[config.mk]
export PLATFORM = sky130hd
export DESIGN_NAME = eth_link_supervisor
export DESIGN_NICKNAME = d
export VERILOG_FILES = /design/src/rtl/eth_link_supervisor.sv
export SDC_FILE = /design/constraint.sdc
export NUM_CORES = 1
export LEC_CHECK = 0
export ABC_AREA = 0
export BUFFER_PORTS_ARGS = -buffer_cell sky130_fd_sc_hd__buf_2
export CAP_MARGIN = 25
export CORE_ASPECT_RATIO = 1.2
export CORE_UTILIZATION = 55
export DETAILED_ROUTE_END_ITERATION = 12
export GPL_TIMING_DRIVEN = 0
export HOLD_SLACK_MARGIN = 0.08
export PLACE_DENSITY = 0.74
export SYNTH_ARGS = -nofsm -noshare
export SYNTH_HDL_FRONTEND = slang
export SYNTH_SLANG_ARGS = --single-unit
[constraint.sdc]
create_clock -name clk -period 5.55 [get_ports clk]
set_clock_uncertainty 0.15 [all_clocks]
set_input_delay 0.8325 -clock clk [delete_from_list [all_inputs] [get_ports clk]]
set_output_delay 0.8325 -clock clk [all_outputs]
set_load 0.005 [all_outputs]
[src/rtl/eth_link_supervisor.sv]
// Bring-up / recovery sequencer for one 10GBASE-R lane: GT full reset, RX datapath
// reset, block-lock qualification and debounced link-up, all outputs registered.
module eth_link_supervisor #(
  parameter int RESET_CYCLES    = 1024,
  parameter int RX_RESET_CYCLES = 16,
  parameter int LOCK_TIMEOUT    = 1250000,
  parameter int LINK_DEBOUNCE   = 4096,
  parameter int MAX_RETRIES     = 4
) (
  input  logic        clk,
  input  logic        rst,
  input  logic        enable,
  input  logic        gt_reset_tx_done,
  input  logic        gt_reset_rx_done,
  input  logic        rx_block_lock,
  input  logic        rx_high_ber,
  output logic        gt_reset_all,
  output logic        gt_reset_rx_datapath,
  output logic        link_up,
  output logic [2:0]  link_state,
  output logic [3:0]  retry_count,
  output logic [15:0] link_down_events
);
  localparam int MAX_A = (RESET_CYCLES > RX_RESET_CYCLES) ? RESET_CYCLES : RX_RESET_CYCLES;
  localparam int MAX_B = (LOCK_TIMEOUT > LINK_DEBOUNCE) ? LOCK_TIMEOUT : LINK_DEBOUNCE;
  localparam int MAXP  = (MAX_A > MAX_B) ? MAX_A : MAX_B;
  localparam int TW    = $clog2(MAXP) + 1;

  typedef enum logic [2:0] {
    S_RESET     = 3'd0,
    S_WAIT_DONE = 3'd1,
    S_WAIT_LOCK = 3'd2,
    S_UP        = 3'd3,
    S_RX_RESET  = 3'd4
  } state_t;

  state_t         state, state_nxt;
  logic [TW-1:0]  timer, timer_nxt, deb, deb_nxt;
  logic [3:0]     retry_nxt;
  logic [15:0]    lde_nxt;
  logic           done_ok, lock_ok;

  assign done_ok    = gt_reset_tx_done & gt_reset_rx_done;
  assign lock_ok    = rx_block_lock & ~rx_high_ber;
  assign link_state = state;

  always_comb begin
    state_nxt = state;
    deb_nxt   = '0;
    retry_nxt = retry_count;
    lde_nxt   = link_down_events;
    case (state)
      S_RESET:
        if (enable && timer == TW'(RESET_CYCLES - 1)) state_nxt = S_WAIT_DONE;
      S_WAIT_DONE:
        if (!enable)                                state_nxt = S_RESET;
        else if (timer == TW'(LOCK_TIMEOUT - 1))    state_nxt = S_RESET;
        else if (done_ok)                           state_nxt = S_WAIT_LOCK;
      S_WAIT_LOCK:
        if (!enable)                                state_nxt = S_RESET;
        else if (!done_ok)                          state_nxt = S_WAIT_DONE;
        else if (timer == TW'(LOCK_TIMEOUT - 1))    state_nxt = S_RX_RESET;
        else if (lock_ok && deb == TW'(LINK_DEBOUNCE - 1)) state_nxt = S_UP;
        else if (lock_ok)                           deb_nxt   = deb + 1'b1;
      S_UP:
        if (!enable)                                state_nxt = S_RESET;
        else if (!gt_reset_rx_done)                 state_nxt = S_WAIT_DONE;
        else if (!lock_ok)                          state_nxt = S_WAIT_LOCK;
      S_RX_RESET:
        if (!enable)                                state_nxt = S_RESET;
        else if (timer == TW'(RX_RESET_CYCLES - 1))
          state_nxt = (retry_count >= 4'(MAX_RETRIES)) ? S_RESET : S_WAIT_DONE;
      default:                                      state_nxt = S_RESET;
    endcase

    // Retry bookkeeping: a full reset or a good link restarts the escalation count.
    if (state == S_UP && state_nxt != S_UP) begin
      retry_nxt = '0;
      if (link_down_events != 16'hFFFF) lde_nxt = link_down_events + 16'd1;
    end
    if (state_nxt == S_RX_RESET && state != S_RX_RESET && retry_count != 4'hF)
      retry_nxt = retry_count + 4'd1;
    if (state_nxt == S_RESET && state != S_RESET)
      retry_nxt = '0;

    if (state_nxt != state || (state == S_RESET && !enable)) timer_nxt = '0;
    else                                                      timer_nxt = timer + 1'b1;
  end

  always_ff @(posedge clk or posedge rst) begin
    if (rst) begin
      state                <= S_RESET;
      timer                <= '0;
      deb                  <= '0;
      gt_reset_all         <= 1'b1;
      gt_reset_rx_datapath <= 1'b0;
      link_up              <= 1'b0;
      retry_count          <= '0;
      link_down_events     <= '0;
    end else begin
      state                <= state_nxt;
      timer                <= timer_nxt;
      deb                  <= deb_nxt;
      gt_reset_all         <= (state_nxt == S_RESET);
      gt_reset_rx_datapath <= (state_nxt == S_RX_RESET);
      link_up              <= (state_nxt == S_UP);
      retry_count          <= retry_nxt;
      link_down_events     <= lde_nxt;
    end
  end
endmodule

==> results_dict.tcl, run 1 <==
set metrics [dict create \
    drt-total-wl_um 7340 \
    die-height_um 92.4 \
    synth_area_um2 3750 \
    yosysWarnings 0 \
    areaGrowthSynthToFinish_pct 12.5 \
    top_level_ports 33 \
    antenna_found_initial 0 \
    cts_root_buf "clkbuf_8" \
    synth.area.top_cells "dfrtp_1 (46%), xor2_1 (7.9%), nor2_4 (5.7%), xnor2_1 (4.9%), nor2_1 (4.0%)" \
    max_freq_ghz 0.307 \
    nets 423 \
    max_stage_delay_ns 0.50 \
    h-tree-depth 3 \
    rsz0062_at_grt "no" \
    p_leak_nw 1.89 \
    r2r_slack_ns 2.29 \
    worst_setup_path_start_kind "flop" \
    synthDistinctLibCells 51 \
    cts_tree "done" \
    async_flop_share_pct 100 \
    grtUsageTotal_pct 22.9 \
    dp_hpwl_um 5040 \
    gp_congestion 0.887 \
    final_util_pct 65.0 \
    hold_viol 0 \
    finalSetupViolations 0 \
    ir_worst_vdd_v 0.000132 \
    synth_edf_count 0 \
    die_area_um2 7150 \
    r2r-end "link_down_events[1]$_DFFE_PP0P_" \
    ant_nets 0 \
    cp_top_family "compound AO/OA/AOI/OAI gates" \
    synthCells 369 \
    cts_sinks 70 \
    initial_utilization_pct 57.8 \
    crit_arrival_ns 3.35 \
    cts_made_buffers 9 \
    outcome "finished clean" \
    synth.largest_area_cell "dfrtp_1" \
    vias 2806 \
    syn_avg_cell_area_um2 10.2 \
    layout-drive-gt1-share_pct 20.6 \
    drc_errors 0 \
    grt_max_degree 71 \
    grt_pass1_vias 2813 \
    post-route-min-period_ns 3.26 \
    r2r-start "timer[0]$_DFF_PP0_" \
    postCtsSetupRepairBufs 0 \
    via_per_inst 5.59 \
    cp.required_ns 5.64 \
    period_share_pct 58.8 \
    crit_start "timer[0]$_DFF_PP0_" \
    hold_path_class "reg2reg" \
    ctsHoldBuffers 0 \
    ys_seq_elements 70 \
    rows 32 \
    wire_per_inst_um 14.6 \
    cts.clk_slew.worst_paths_ns 0.08 \
    min_to "link_down_events[11]$_DFFE_PP0P_" \
    clk_path_buf_depth 2 \
    critPathBufInv 1 \
    slew_viol_final 0 \
    nFillCells 565 \
    yosysSeqAreaShare_pct 46.8 \
    worstPathCellList "ha_1, nand3_2, nor4b_4, a41oi_1, o21bai_1, o21bai_1, buf_2, mux2_2" \
    ctsResizeCount 0 \
    core_region_area_um2 6490 \
    synth_nets 380 \
    synth_flop_cell "dfrtp_1" \
    fin_setup_tns_ns 0 \
    whs_path_depth 1 \
    pwr_density_cell_nw_per_um2 229 \
    diodes 0 \
    die_w_um 77.3 \
    netlist.area_leader.share_pct 46.1 \
    portBuffers 32 \
    tightest_slew_ns 0.864 \
    r2r_cells 8 \
    cpMaxStageDelayCell "nor4b_4" \
    initialDrtViolationCount 135 \
    relSlewSlack_pct 42.4 \
    clock_latency_ns 0.35 \
    cp-end-kind "flop" \
    drv_cap 0 \
    crit_type "reg2reg" \
    path_max_fanout 10 \
    cp_common_cell "o21bai_1" \
    min_from "link_down_events[11]$_DFFE_PP0P_" \
    grt_pass1_wl_um 12800 \
    overflow 0 \
    dr.pass1.iters 4 \
]
## layout by cell type (no fill, tap or decap), types with 4 or more instances in the layout
cell type,n
nand2b_1,5
nand2_1,29
nor3_1,16
o21ai_0,4
inv_1,9
ha_1,4
xnor2_1,21
and4_1,4
buf_2,34
xor2_1,34
nand4_1,10
nand3_1,27
a21oi_1,5
nor4_1,6
nor2_4,19
nor2_1,40
and3_1,12
dfrtp_1,69
clkbuf_8,10
## power breakdown
part	switching, W	leakage [nW]	internal (W)	total (W)
sequential	0.00000173	0.972	0.000511	0.000513
clock	0.000204	0.102	0.000218	0.000422
combinational	0.0000228	0.815	0.00000872	0.0000316
## flip-flops by register name, summed over array words and instances (netlist names)
name,count
deb,22
gt_reset_all,1
gt_reset_rx_datapath,1
link_down_events,16
link_state,3
link_up,1
retry_count,4
timer,22
## kinds of logic (layout without fill, tap and decap cells)
family          after synthesis  after routing  share of synthesized area [%]
compound gates               25             25                           4.64
fa+ha+maj                     4              4                           1.34
xor+xnor                     55             55                           12.9
buf+inv                      19             67                           2.71
simple gates                193            193                           30.8
flops                        70             70                           46.8
mux                           3              3                          0.868
## cell usage after synthesis, drive strengths merged, types with 3 or more instances
cell	number
xor2	34
nand4	10
nand3b	3
clkbuf	3
o21ai	4
or4	4
ha	4
a21oi	5
xnor2	21
nand2	29
nor3	16
a31oi	3
nor2	61
inv	10
and3	12
nor2b	3
buf	6
dfrtp	69
and4	4
nand3	28
nor3b	3
nand2b	5
nor4	7
## worst max path at each step
| stage | to | depth (start not counted) |
|---|---|---|
| 2_1_floorplan | timer[20]$_DFF_PP0_ | 8 |
| 3_3_place_gp | timer[0]$_DFF_PP0_ | 2 |
| 3_5_place_dp | link_down_events[1]$_DFFE_PP0P_ | 8 |
| 4_1_cts | timer[20]$_DFF_PP0_ | 9 |
| 5_1_grt | link_down_events[1]$_DFFE_PP0P_ | 8 |
| 6_report | link_down_events[1]$_DFFE_PP0P_ | 8 |
## through the flow
step | setup slack, ns | cell area, um2 | power (W) | std cells | hold WS (ns)
3_3_place_gp | 1.97 | 4010 | 0.000555 | 486 | 0.323
5_1_grt | 2.06 | 4210 | 0.000999 | 502 | 0.365
3_5_place_dp | 2.31 | 4020 | 0.000556 | 486 | 0.327
2_1_floorplan | 2.66 | 3750 | 0.000547 | 369 | 0.305
4_1_cts | 2.28 | 4210 | 0.000977 | 502 | 0.341
6_report | 2.29 | 4210 | 0.000967 | 502 | 0.341
## final cells by class
cell class	instances	area [um2]	share of cell area [%]
buffer	9	63.8	1.51
clock inverter	6	61.3	1.45
timing repair buffer	32	160	3.80
clock buffer	10	138	3.27
sequential	70	1750	41.6
multi-input combinational	280	1890	44.9
tap	85	106	2.52
inverter	10	40.0	0.950
## routing by layer
metal	vias up	global-route usage, %	routed length (um)
li1	1362	-	-
met1	1383	29.8	3360
met2	49	36.7	3620
met3	12	5.42	219
met4	0	9.12	132
met5	-	0	0
Note: power is estimated with default switching activity, not from simulation.
==> inputs of run 2 (changes only) <==
Settings changed: CORE_UTILIZATION 55 to 54, PLACE_DENSITY 0.74 to 0.76.
Clock period 5.55 ns to 2.7 ns, I/O delays scaled along.
==> run 2 against run 1 <==
Compared with the run above:
- the run now ends with negative setup slack left
- critical path depth did not move
- final cell count rose by 2.2%
- via count rose by 2.6%
- combinational power rose by 140%
- sequential power rose by 110%
- clock power rose by 86%
- maximum frequency rose by 13%
- count of clock-buffer cells in the layout rose by 1
- first-iteration DRC count rose by 30%
- non-clock buffer count rose by 11
- cell area rose by 4.8%
==> results_dict.tcl, run 2 (same netlist as run 1, synthesis figures left out) <==
set metrics [dict create \
    overflow 0 \
    period_share_pct 107 \
    relSlewSlack_pct 42.9 \
    h-tree-depth 3 \
    final_common_cell "dfrtp_1" \
    cts_made_buffers 9 \
    ir_worst_vdd_v 0.000292 \
    multi_input_area_um2 1990 \
    crit_type "reg2reg" \
    drc_errors 0 \
    top_regs "deb x22, timer x22, link_down_events x16" \
    nFillCells 510 \
    rsz0062_at_grt "yes" \
    via_per_inst 5.61 \
    violations "negative setup slack" \
    top_level_ports 33 \
    grt_pass1_vias 2692 \
    slew_viol_final 0 \
    cts_sinks 70 \
    initialDrtViolationCount 175 \
    clk_path_buf_depth 2 \
    ant_nets 0 \
    clock_latency_ns 0.35 \
    worst_setup_path_start_kind "flop" \
    cp.required_ns 2.83 \
    crit_arrival_ns 3.02 \
    cts_tree "done" \
    hold_ws_ns 0.0695 \
    hold_path_class "in2async" \
    pwr_density_cell_nw_per_um2 434 \
    nets 434 \
    vias 2878 \
    dr.pass1.iters 4 \
    cp-end-kind "flop" \
    core_region_area_um2 6570 \
    seq_area_um2 1750 \
    dp_hpwl_um 4910 \
    drt-total-wl_um 7620 \
    grt_pass1_wl_um 12200 \
    initial_utilization_pct 57.1 \
    p_leak_nw 1.96 \
    max_freq_ghz 0.345 \
    antenna_found_initial 0 \
    die-height_um 93.2 \
    areaGrowthSynthToFinish_pct 17.8 \
    portBuffers 32 \
    layout-drive-gt1-share_pct 24.5 \
    wire_per_inst_um 14.9 \
    path_max_fanout 10 \
    grt_max_degree 71 \
    crit_start "deb[20]$_DFF_PP0_" \
    diodes 0 \
    outcome "finished, violations left" \
    place_ws_ns -0.566 \
    cts.clk_slew.worst_paths_ns 0.08 \
    drv_cap 0 \
    mostFrequentLayoutCells "dfrtp_1 (69), nor2_1 (40), xor2_1 (34)" \
    gp_congestion 0.844 \
    die_area_um2 7280 \
    tightest_slew_ns 0.857 \
    hold_viol 0 \
    fin_ws_ns -0.195 \
    rows 32 \
    post-route-min-period_ns 2.89 \
    r2r-start "deb[20]$_DFF_PP0_" \
    finalSetupViolations 22 \
    grtUsageTotal_pct 21.6 \
    cts_root_buf "clkbuf_8" \
    die_w_um 78.0 \
]
## run 2: cell types whose count changed in the layout (fill, tap and decap cells not counted), moves of 2 or more
cell      before  now
buf_4          0   10
nor2_2         2    0
o21bai_1       2    0
nor2_4        19   21
or4_4          2    4
o21bai_4       0    2
or4_1          2    0
## run 2: area by class of cell
| cell class | count | area share, % |
|---|---|---|
| buffer | 9 | 1.70 |
| inverter | 10 | 0.907 |
| sequential | 70 | 39.7 |
| multi-input combinational | 280 | 45.2 |
| tap | 85 | 2.41 |
| clock inverter | 5 | 0.765 |
| clock buffer | 11 | 3.43 |
| timing repair buffer | 43 | 5.90 |
## run 2: worst max-delay path: stages, from the launching register on
cell and delay, ns:
dfrtp_1 0.40, or4_4 0.55, nor4bb_4 0.29, nand3b_1 0.12, a211o_1 0.32, mux2i_1 0.14
or4_4 0.57, buf_12 0.20, nor2_4 0.08
## run 2: through the flow
step                instances  total power [W]  area [um2]  TNS, ns  utilization (%)
finish                    513          0.00192        4410    -3.69             67.2
global route              513          0.00198        4410    -5.27             67.2
CTS                       506          0.00192        4280    -4.18             65.1
detailed placement        486          0.00114        4020   -13.92             61.2
global placement          486          0.00114        4020   -43.55             61.2
floorplan                 369          0.00113        3750   -0.588                -
## run 2: per-layer routing
layer | track usage (%) | up-vias | wire length, um
met5 | 0 | - | 0
met4 | 11.4 | 0 | 162
met2 | 35.6 | 72 | 3850
li1 | - | 1383 | -
met3 | 3.90 | 15 | 308
met1 | 27.2 | 1408 | 3300
## run 2: final timing paths
| path | cells past startpoint | slack (ns) | endpoint |
|---|---|---|---|
| max | 8 | -0.19 | timer[5]$_DFF_PP0_ |
| min | 2 | 0.07 | deb[20]$_DFF_PP0_ |
| max reg2reg | 8 | -0.19 | timer[5]$_DFF_PP0_ |
| min reg2reg | 1 | 0.34 | link_down_events[8]$_DFFE_PP0P_ |
| max in group asynchronous | 2 | 1.75 | link_down_events[12]$_DFFE_PP0P_ |
| min in group clk | 1 | 0.34 | link_down_events[8]$_DFFE_PP0P_ |
## run 2: where the power goes
group,internal [W],switching [W]
Combinational,0.0000247,0.0000507
Sequential,0.00105,0.00000458
Clock,0.000382,0.000404
Total,0.00146,0.000459
## run 2: what timing repair did
action	4_1_cts	5_1_grt
resized for setup	8	10
hold endpoints to repair	0	0
gates cloned	0	1
endpoints found under the setup margin	41	33
hold buffers	0	0
pin swaps	4	7
setup buffers	4	6
